==> config.mk <==
export PLATFORM = sky130hd
export DESIGN_NAME = tinker_fetch_queue
export DESIGN_NICKNAME = d
export VERILOG_FILES = /design/src/rtl/tinker_pkg.sv /design/src/rtl/tinker_sync_fifo.sv /design/src/rtl/tinker_fetch_queue.sv
export SDC_FILE = /design/constraint.sdc
export NUM_CORES = 1
export LEC_CHECK = 0
export ABC_CLOCK_PERIOD_IN_PS = 8100
export BUFFER_PORTS_ARGS = -buffer_cell sky130_fd_sc_hd__buf_2
export CAP_MARGIN = 25
export CELL_PAD_IN_SITES_DETAIL_PLACEMENT = 1
export CELL_PAD_IN_SITES_GLOBAL_PLACEMENT = 1
export CORE_ASPECT_RATIO = 0.9
export CORE_MARGIN = 4
export CORE_UTILIZATION = 48
export DETAILED_ROUTE_END_ITERATION = 10
export GPL_TIMING_DRIVEN = 0
export MAX_ROUTING_LAYER = met4
export PLACE_DENSITY = 0.83
export SETUP_SLACK_MARGIN = 0.15
export SYNTH_ARGS = -nofsm -noshare
export SYNTH_HDL_FRONTEND = slang
export SYNTH_SLANG_ARGS = --single-unit
==> constraint.sdc <==
create_clock -name clk -period 8.1 [get_ports clk]
set_clock_uncertainty 0.15 [all_clocks]
set_input_delay 0.81 -clock clk [delete_from_list [all_inputs] [get_ports clk]]
set_output_delay 0.81 -clock clk [all_outputs]
set_load 0.02 [all_outputs]
==> src/rtl/tinker_pkg.sv <==
// Shared types and constants for the tinker instruction fetch path.
package tinker_pkg;

    // Major opcode of the halt instruction (bits [31:27] of the word).
    localparam logic [4:0] OP_HALT = 5'h0f;

    typedef logic [31:0] addr_t;

    typedef struct packed {
        logic [31:0] pc;
        logic [31:0] word;
    } fetch_entry_t;

    // True when the instruction word carries the halt opcode.
    function automatic logic is_halt(input logic [31:0] word);
        return (word[31:27] == OP_HALT);
    endfunction

endpackage

==> src/rtl/tinker_sync_fifo.sv <==
// Synchronous circular queue with push/pop/flush. The head entry is read
// straight from storage; a pushed entry becomes visible one cycle later.
module tinker_sync_fifo
    import tinker_pkg::*;
#(
    parameter type         T     = fetch_entry_t,
    parameter int unsigned DEPTH = 4
) (
    input  logic                   clk,
    input  logic                   reset,
    input  logic                   push,
    input  logic                   pop,
    input  logic                   flush,
    input  T                       din,
    output T                       dout,
    output logic [$clog2(DEPTH):0] count,
    output logic                   full,
    output logic                   empty
);
    localparam int unsigned PW      = $clog2(DEPTH);
    localparam logic [PW:0] DEPTH_C = (PW+1)'(DEPTH);

    T              mem_q [DEPTH];
    T              mem_d [DEPTH];
    logic [PW-1:0] wr_ptr_q;
    logic [PW-1:0] wr_ptr_d;
    logic [PW-1:0] rd_ptr_q;
    logic [PW-1:0] rd_ptr_d;
    logic [PW:0]   count_q;
    logic [PW:0]   count_d;
    logic          do_push_s;
    logic          do_pop_s;

    // Next pointers, occupancy and storage; flush empties the queue and beats push/pop.
    always_comb begin
        mem_d     = mem_q;
        wr_ptr_d  = wr_ptr_q;
        rd_ptr_d  = rd_ptr_q;
        count_d   = count_q;
        do_push_s = push && (count_q != DEPTH_C);
        do_pop_s  = pop && (count_q != '0);
        if (flush) begin
            wr_ptr_d = '0;
            rd_ptr_d = '0;
            count_d  = '0;
        end else begin
            if (do_push_s) begin
                mem_d[wr_ptr_q] = din;
                wr_ptr_d        = wr_ptr_q + PW'(1);
            end else begin
                wr_ptr_d = wr_ptr_q;
            end
            if (do_pop_s) begin
                rd_ptr_d = rd_ptr_q + PW'(1);
            end else begin
                rd_ptr_d = rd_ptr_q;
            end
            count_d = count_q + (PW+1)'(do_push_s) - (PW+1)'(do_pop_s);
        end
    end

    // State registers; storage is cleared on reset so the head reads as zero.
    always_ff @(posedge clk) begin
        if (reset) begin
            for (int i = 0; i < DEPTH; i++) begin
                mem_q[i] <= '0;
            end
            wr_ptr_q <= '0;
            rd_ptr_q <= '0;
            count_q  <= '0;
        end else begin
            mem_q    <= mem_d;
            wr_ptr_q <= wr_ptr_d;
            rd_ptr_q <= rd_ptr_d;
            count_q  <= count_d;
        end
    end

    assign dout  = mem_q[rd_ptr_q];
    assign count = count_q;
    assign full  = (count_q == DEPTH_C);
    assign empty = (count_q == '0);

endmodule

==> src/rtl/tinker_fetch_queue.sv <==
// Instruction prefetch queue in front of the tinker decoder.
// Issues in-order word reads, buffers {pc, word} pairs, and restarts on redirect.
// Optional build macro TINKER_FETCH_HALT_STOP_EN: stop fetching once a halt
// instruction has been enqueued (cleared by redirect or reset).
module tinker_fetch_queue
    import tinker_pkg::*;
#(
    parameter int unsigned DEPTH    = 4,
    parameter logic [31:0] RESET_PC = 32'h0000_2000
) (
    input  logic        clk,
    input  logic        reset,
    input  logic        redirect_valid,
    input  logic [31:0] redirect_pc,
    output logic        imem_req,
    output logic [31:0] imem_addr,
    input  logic        imem_rvalid,
    input  logic [31:0] imem_rdata,
    output logic        inst_valid,
    input  logic        inst_ready,
    output logic [31:0] inst_word,
    output logic [31:0] inst_pc
);
    localparam int unsigned CW = $clog2(DEPTH) + 1;
    // Stale-response counter; must cover every response outstanding across
    // back-to-back redirects for the worst-case memory latency.
    localparam int unsigned DW = 8;

    addr_t        fetch_pc_q;
    addr_t        fetch_pc_d;
    addr_t        ret_pc_q;
    addr_t        ret_pc_d;
    logic [CW-1:0] inflight_q;
    logic [CW-1:0] inflight_d;
    logic [DW-1:0] drop_q;
    logic [DW-1:0] drop_d;
    logic          halted_q;
    logic          halted_d;

    logic [CW-1:0] count_s;
    logic          full_s;
    logic          empty_s;
    logic          credit_s;
    logic          live_rsp_s;
    logic          push_s;
    logic          pop_s;
    fetch_entry_t  head_s;
    fetch_entry_t  push_entry_s;

    // Only live (non-stale) requests consume queue credit.
    assign credit_s     = ({1'b0, count_s} + {1'b0, inflight_q}) < (CW+1)'(DEPTH);
    assign imem_req     = !reset && !redirect_valid && !halted_q && credit_s;
    assign imem_addr    = fetch_pc_q;
    assign live_rsp_s   = imem_rvalid && (drop_q == '0);
    assign push_s       = live_rsp_s && !redirect_valid && !full_s;
    assign pop_s        = inst_valid && inst_ready;
    assign push_entry_s = '{pc: ret_pc_q, word: imem_rdata};

    // Next fetch/return PCs and request accounting; redirect overrides everything.
    always_comb begin
        fetch_pc_d = fetch_pc_q;
        ret_pc_d   = ret_pc_q;
        inflight_d = inflight_q;
        drop_d     = drop_q;
        halted_d   = halted_q;
        if (redirect_valid) begin
            fetch_pc_d = redirect_pc;
            ret_pc_d   = redirect_pc;
            // Every outstanding response becomes stale, minus one arriving now.
            drop_d     = DW'(inflight_q) + drop_q - DW'(imem_rvalid);
            inflight_d = '0;
            halted_d   = 1'b0;
        end else begin
            if (imem_req) begin
                fetch_pc_d = fetch_pc_q + 32'd4;
            end else begin
                fetch_pc_d = fetch_pc_q;
            end
            if (imem_rvalid && (drop_q != '0)) begin
                drop_d = drop_q - DW'(1);
            end else begin
                drop_d = drop_q;
            end
            if (live_rsp_s) begin
                ret_pc_d = ret_pc_q + 32'd4;
            end else begin
                ret_pc_d = ret_pc_q;
            end
            inflight_d = inflight_q + CW'(imem_req) - CW'(live_rsp_s);
`ifdef TINKER_FETCH_HALT_STOP_EN
            // A halt entering the queue stops fetch; anything still in flight is stale.
            if (push_s && is_halt(imem_rdata)) begin
                halted_d   = 1'b1;
                drop_d     = drop_d + DW'(inflight_d);
                inflight_d = '0;
            end else begin
                halted_d = halted_q;
            end
`else
            halted_d = 1'b0;
`endif
        end
    end

    // Control state registers.
    always_ff @(posedge clk) begin
        if (reset) begin
            fetch_pc_q <= RESET_PC;
            ret_pc_q   <= RESET_PC;
            inflight_q <= '0;
            drop_q     <= '0;
            halted_q   <= 1'b0;
        end else begin
            fetch_pc_q <= fetch_pc_d;
            ret_pc_q   <= ret_pc_d;
            inflight_q <= inflight_d;
            drop_q     <= drop_d;
            halted_q   <= halted_d;
        end
    end

    tinker_sync_fifo #(
        .T     (fetch_entry_t),
        .DEPTH (DEPTH)
    ) u_fifo (
        .clk   (clk),
        .reset (reset),
        .push  (push_s),
        .pop   (pop_s),
        .flush (redirect_valid),
        .din   (push_entry_s),
        .dout  (head_s),
        .count (count_s),
        .full  (full_s),
        .empty (empty_s)
    );

    assign inst_valid = !empty_s;
    assign inst_word  = head_s.word;
    assign inst_pc    = head_s.pc;

endmodule
**Word level (Yosys, flattened, before mapping)**

Index checks and enable logic that the tools add are counted.
W data, S select, Z words.

- Bits in registers: 338
- Bits of input ports: 69
- Output and inout bits: 98
- Logic and storage cells: 71

- Add/subtract/negate cells: 12
- $lt $le $gt $ge: 4
- Equality and inequality tests: 2
- Multiplexer cells: 12
- Bitwise operators: 3
- Reduce and logical (&&, ||, !) cells: 23

Operators by type and width:

| cell | number |
|---|---|
| $bwmux W256 | 1 |
| $mux W64 | 3 |
| $bmux W64 S2 | 1 |
| $demux W64 S2 | 1 |
| $mux W32 | 4 |
| $add A32 B3 Y32 const B | 2 |
| $mux W8 | 2 |
| $logic_and A1 B1 Y1 | 10 |
| $add A3 B8 Y8 | 1 |
| $logic_not A8 Y1 | 1 |
| $reduce_bool A8 Y1 | 1 |
| $sub A8 B1 Y8 | 1 |
| $sub A8 B1 Y8 const B | 1 |
| $add A3 B1 Y3 | 2 |
| $ge A3 B3 Y1 const B | 2 |
| $not A2 Y3 | 2 |
| $reduce_bool A2 Y1 | 3 |
| $sub A3 B1 Y3 | 2 |
| $add A2 B1 Y2 const B | 2 |
| $add A3 B3 Y4 | 1 |
| $logic_not A1 Y1 | 4 |
| $lt A4 B3 Y1 const B | 1 |
| $eq A3 B3 Y1 const B | 1 |
| $logic_not A3 Y1 | 1 |
| other kinds (6) | 6 |

**Depth between registers and ports, before layout**

- Word-level depth: 7
- Mapped depth: 12
- Mapped depth without buffers: 11

**Cells and area by module**

Synthesis repeated with hierarchy kept, for this count alone.

- Cell total of the unflattened synthesis: 1570
- Area total of the unflattened synthesis: 16545.9 um^2

By module, submodules not included:

| module | instances | cells each | area an instance (um^2) |
|---|---|---|---|
| tinker_sync_fifo | 1 | 1025 | 12065.3 |
| tinker_fetch_queue | 1 | 545 | 4480.5 |

**Worst setup path before layout**

Ideal clock, no wire load.

- Path type: input-to-reg
- Start: in imem_rvalid
- End: reg drop_q[6]
- Setup time: 86 ps
- Data arrival time: 2560 ps
- Setup slack: 5305 ps
- Cell stages on the path: 10
- Path through: ha_1 inv_1 ha_1 inv_1 fa_1 nor2b_1 o21ai_0 a21oi_1 mux2_2 a211oi_1

- Longest elaborated chain between the ends: 2

Ends and longest elaborated chain:

| what | RTL line | RTL |
|---|---|---|
| from (decl) | tinker_fetch_queue.sv:17 | `input logic imem_rvalid,` |
| $sub A8 B1 Y8 or $logic_and A1 B1 Y1 (tied branches) | tinker_fetch_queue.sv:70, tinker_fetch_queue.sv:79 |  |
| $mux W8 or $reduce_bool A2 Y1 (tied branches) | -- |  |
| to (signal assigned) | tinker_fetch_queue.sv:117 | `drop_q <= drop_d;` |
| to (decl) | tinker_fetch_queue.sv:35 | `logic [DW-1:0] drop_q;` |

Several ways; a longest one is shown, not always the timed one.
A chain may end at the register's enable or synchronous reset.

**Worst setup path after layout**

- Start: reg u_fifo.count_q[2], in the netlist u_fifo.count[2]
- End: out imem_req

- Longest elaborated chain between the ends: 3

Ends and longest elaborated chain:

| what | RTL line | RTL |
|---|---|---|
| from (decl) | tinker_sync_fifo.sv:29 | `logic [PW:0] count_q;` |
| from (signal assigned) | tinker_sync_fifo.sv:75 | `count_q <= count_d;` |
| $add A3 B3 Y4 | tinker_fetch_queue.sv:51 | `assign credit_s = ({1'b0, count_s} + {1'b0, inflight_q}) < (CW+1)'(DEPTH);` |
| $lt A4 B3 Y1 | tinker_fetch_queue.sv:51 |  |
| $logic_and A1 B1 Y1 | tinker_fetch_queue.sv:52 | `assign imem_req = !reset && !redirect_valid && !halted_q && credit_s;` |
| to (decl) | tinker_fetch_queue.sv:15 | `output logic imem_req,` |

Every way passes these cells.

==> out/results.md <==
| Item | Reported |
|---|---|
| Post-CTS Repair Setup Buffers | 0 |
| Total grt overflow | 0 |
| Buffers from clock root to sink, at most | 3 |
| Cell type contributing the most total cell area after synthesis | dfxtp_1 |
| Width of the chip | 196 um |
| Power per cell area | 232 nW/um^2 |
| Leakage component of the power | 6.44 nW |
| Number of cell instances on the worst register-to-register path | 9 |
| Hold Vio Cnt, Final | 0 |
| Slowest Stage Delay on Critical Path | 0.57 ns |
| Avg Vias per Cell | 5.74 |
| Top-area cell type share of the netlist area | 0.443 |
| Reported max-cap violation count | 0 |
| Number of nets in the layout | 2,088 |
| Worst Setup End Kind | primary output |
| Overall global routing resource usage | 0.298 |
| Critical Path Start Type | flop |
| Floorplan die area | 34,800 um^2 |
| Clock sinks | 338 |
| Flip-flop and latch count after synthesis | 338 |
| Number of antenna violations at the first check in global routing | 1 |
| Clock tree from TritonCTS | yes |
| Setup-violating endpoint count in the final report | 0 |
| Wire length of the first global-routing pass | 80.0 mm |
| Iter 0 DRT Violations | 1,070 |
| Synth Warn # | 0 |
| Setup repair after global routing missed its margin | no |
| Drt drc | 0 |
| Worst voltage drop across the vdd grid | 131 uV |
| Core Area | 31,100 um^2 |
| Standard cell with the maximum stage delay on the critical path | nor3_1 |
| Final worst path period share | 0.522 |
| Final critical delay including setup and external delays | 4.23 ns |
| Fin area | 17,800 um^2 |
| Post-Synthesis Mean Instance Area | 8.58 um^2 |
| Top cells by count, synth | nand2_1, dfxtp_1, a21oi_1 |
| Critical Setup Path Class | flop to primary output |
| Transition time at the pin with the least slew margin | 0.945 ns |
| Arrival time at the worst endpoint | 3.27 ns |
| FFs w/ async S/R, synth | 0 |
| WHS Path Cells | 2 |
| Count of mapped cells out of synthesis | 1,782 |
| Aggregate negative setup slack | 0 ns |
| Clock edge transition at the registers on the reported setup and hold paths | 0.06 ns |
| Synth cell types | 48 |
| Number of global-route vias before repair | 14,500 |
| Largest net degree at the start of global routing | 14 |
| Initial Utilization | 0.491 |
| Critical path required time | 7.14 ns |
| Share of cells above drive strength 1 | 0.170 |
| WP buf/inv | 3 |
| Post-CTS resize count | 0 |
| Maximum clock frequency | 236 MHz |
| Area growth from synthesis to layout | 16.7% |
| Gp weighted congestion | 0.880 |
| Most area-consuming cells after synthesis | dfxtp_1, nand2_1, mux4_2, a21oi_1, ha_1 |
| Half-perimeter wire length of the detailed placement result | 36.3 mm |
| H-tree levels | 2 |
| Sequential-to-total area share from yosys stat | 0.443 |
| Routed Antenna Nets | 0 |
| Pre-antenna DRT Iters | 7 |
| Number of slew-limit violations in the final report | 0 |
| Site row count | 61 |
| CP Depth | 7 |
| Count of vias placed by the detailed router | 13,900 |
| Clock latency at the later pin of the worst-skew pair | 0.53 ns |
| Result of the run | complete, no violations |
| Max FO, Critical Path | 7 |
| Post-CTS Hold Buffers | 0 |
| Post-Syn Area | 15,300 um^2 |
| Worst slew margin relative to its limit | 0.370 |
| Area post-placement | 16,600 um^2 |
| I/O pins | 167 |
| Count leader, synth | nand2_1 |
| Routed wire length | 51.6 mm |
| Buffers on Ports | 165 |
| Post-synthesis net count | 1,883 |
| Number of synthesized flops with an enable pin | 0 |
| Post-synth top flop | dfxtp_1 |
| Share of the core filled with cells in the final layout | 0.573 |
| DIE HEIGHT | 177 um |
| Total power consumption of the routed design | 4.13 mW |
| Family with the most delay on the worst path | simple AND/OR/NAND/NOR gates |
| Routed length per instance | 21.3 um |
| Number of buffers inserted during clock tree synthesis | 37 |
| Cell at the root of the clock tree | clkbuf_16 |
| Cells along the critical path | ha_1 > nor3_1 > and2_1 > clkbuf_1 > nand2_1 > inv_1 > buf_2 |
| Worst hold path class | flop to flop |
final timing paths:
path	startpoint	endpoint	slack, ns
max	u_fifo.count[2]	imem_req	3.87
min	u_fifo.mem_q[13]	u_fifo.mem_q[13]	0.30
max reg2reg	u_fifo.count[2]	inflight_q[1]	4.54
min reg2reg	u_fifo.mem_q[13]	u_fifo.mem_q[13]	0.30
worst min-delay path, delay by kind of cell (launching register included):
family / cells / cell delay (ns)
AOI/OAI and AO/OA: 1 / 0.05
DFF: 1 / 0.31
and+or+nand+nor: 1 / 0.05
per-layer routing:
| layer | up-vias | global-route usage | share of wire |
|---|---|---|---|
| met3 | 84 | 0.0400 | 0.060 |
| met1 | 6926 | 0.382 | 0.43 |
| met2 | 424 | 0.501 | 0.49 |
| met4 | 0 | 0.0777 | 0.022 |
| met5 | - | - | 0 |
| li1 | 6464 | - | - |
cells by family (layout without fill, tap and decap cells):
| logic type | Yosys count | in the layout | share of synthesized area |
|---|---|---|---|
| buf+inv | 174 | 403 | 0.0552 |
| compound gates | 381 | 381 | 0.141 |
| flops | 338 | 338 | 0.443 |
| mux | 73 | 73 | 0.100 |
| xor+xnor | 54 | 54 | 0.0310 |
| simple gates | 730 | 730 | 0.202 |
| other cells | 0 | 1 | 0 |
| fa+ha+maj | 32 | 32 | 0.0277 |
flip-flops by register name, summed over array words and instances, names as in the netlist:
register / flops
u_fifo.mem_q: 256
imem_addr: 32
u_fifo.wr_ptr_q: 2
ret_pc_q: 32
u_fifo.count: 3
inflight_q: 3
drop_q: 8
u_fifo.rd_ptr_q: 2
layout make-up:
| cell class | instances | area, um^2 |
|---|---|---|
| repair buffers | 166 | 841 |
| clock buffers | 47 | 1020 |
| clock inverters | 16 | 169 |
| plain buffers | 136 | 701 |
| flip-flops and latches | 338 | 6770 |
| fillers | 3752 | 13300 |
| multi-input cells | 1270 | 7670 |
| inverters | 38 | 143 |
| well taps | 409 | 512 |
| diodes | 1 | 2.50 |
placed cells by master (no fill, tap or decap), drive strengths merged, types with 5 or more instances in the layout:
master,synthesis,routed
nand2,557,557
dfxtp,338,338
a21oi,280,280
buf,46,212
clkbuf,90,137
mux4,64,64
xnor2,39,39
inv,38,38
nor3,33,33
a21boi,31,31
ha,29,29
nor2,28,28
nand3,25,25
o21a,25,25
and3,16,16
o21ai,15,15
xor2,15,15
nor4,13,13
and4,12,12
clkinv,0,12
and2,12,12
nand4,10,10
a211oi,8,8
mux2i,8,8
or3,6,6
o31a,5,5
power by group:
| part | leakage, nW | switching [mW] | internal, mW |
|---|---|---|---|
| clock | 0.595 | 0.706 | 0.991 |
| combinational | 3.10 | 0.418 | 0.246 |
| sequential | 2.74 | 0.0548 | 1.72 |
through the flow:
stage          setup WS, ns  instances  hold slack, ns
2_1_floorplan          5.30       1782           0.283
5_1_grt                3.84       2421           0.309
4_1_cts                3.97       2419           0.305
6_report               3.87       2421           0.304
3_3_place_gp           4.64       2356           0.288
3_5_place_dp           4.60       2356           0.297
Power figures use the tool's default switching activity.
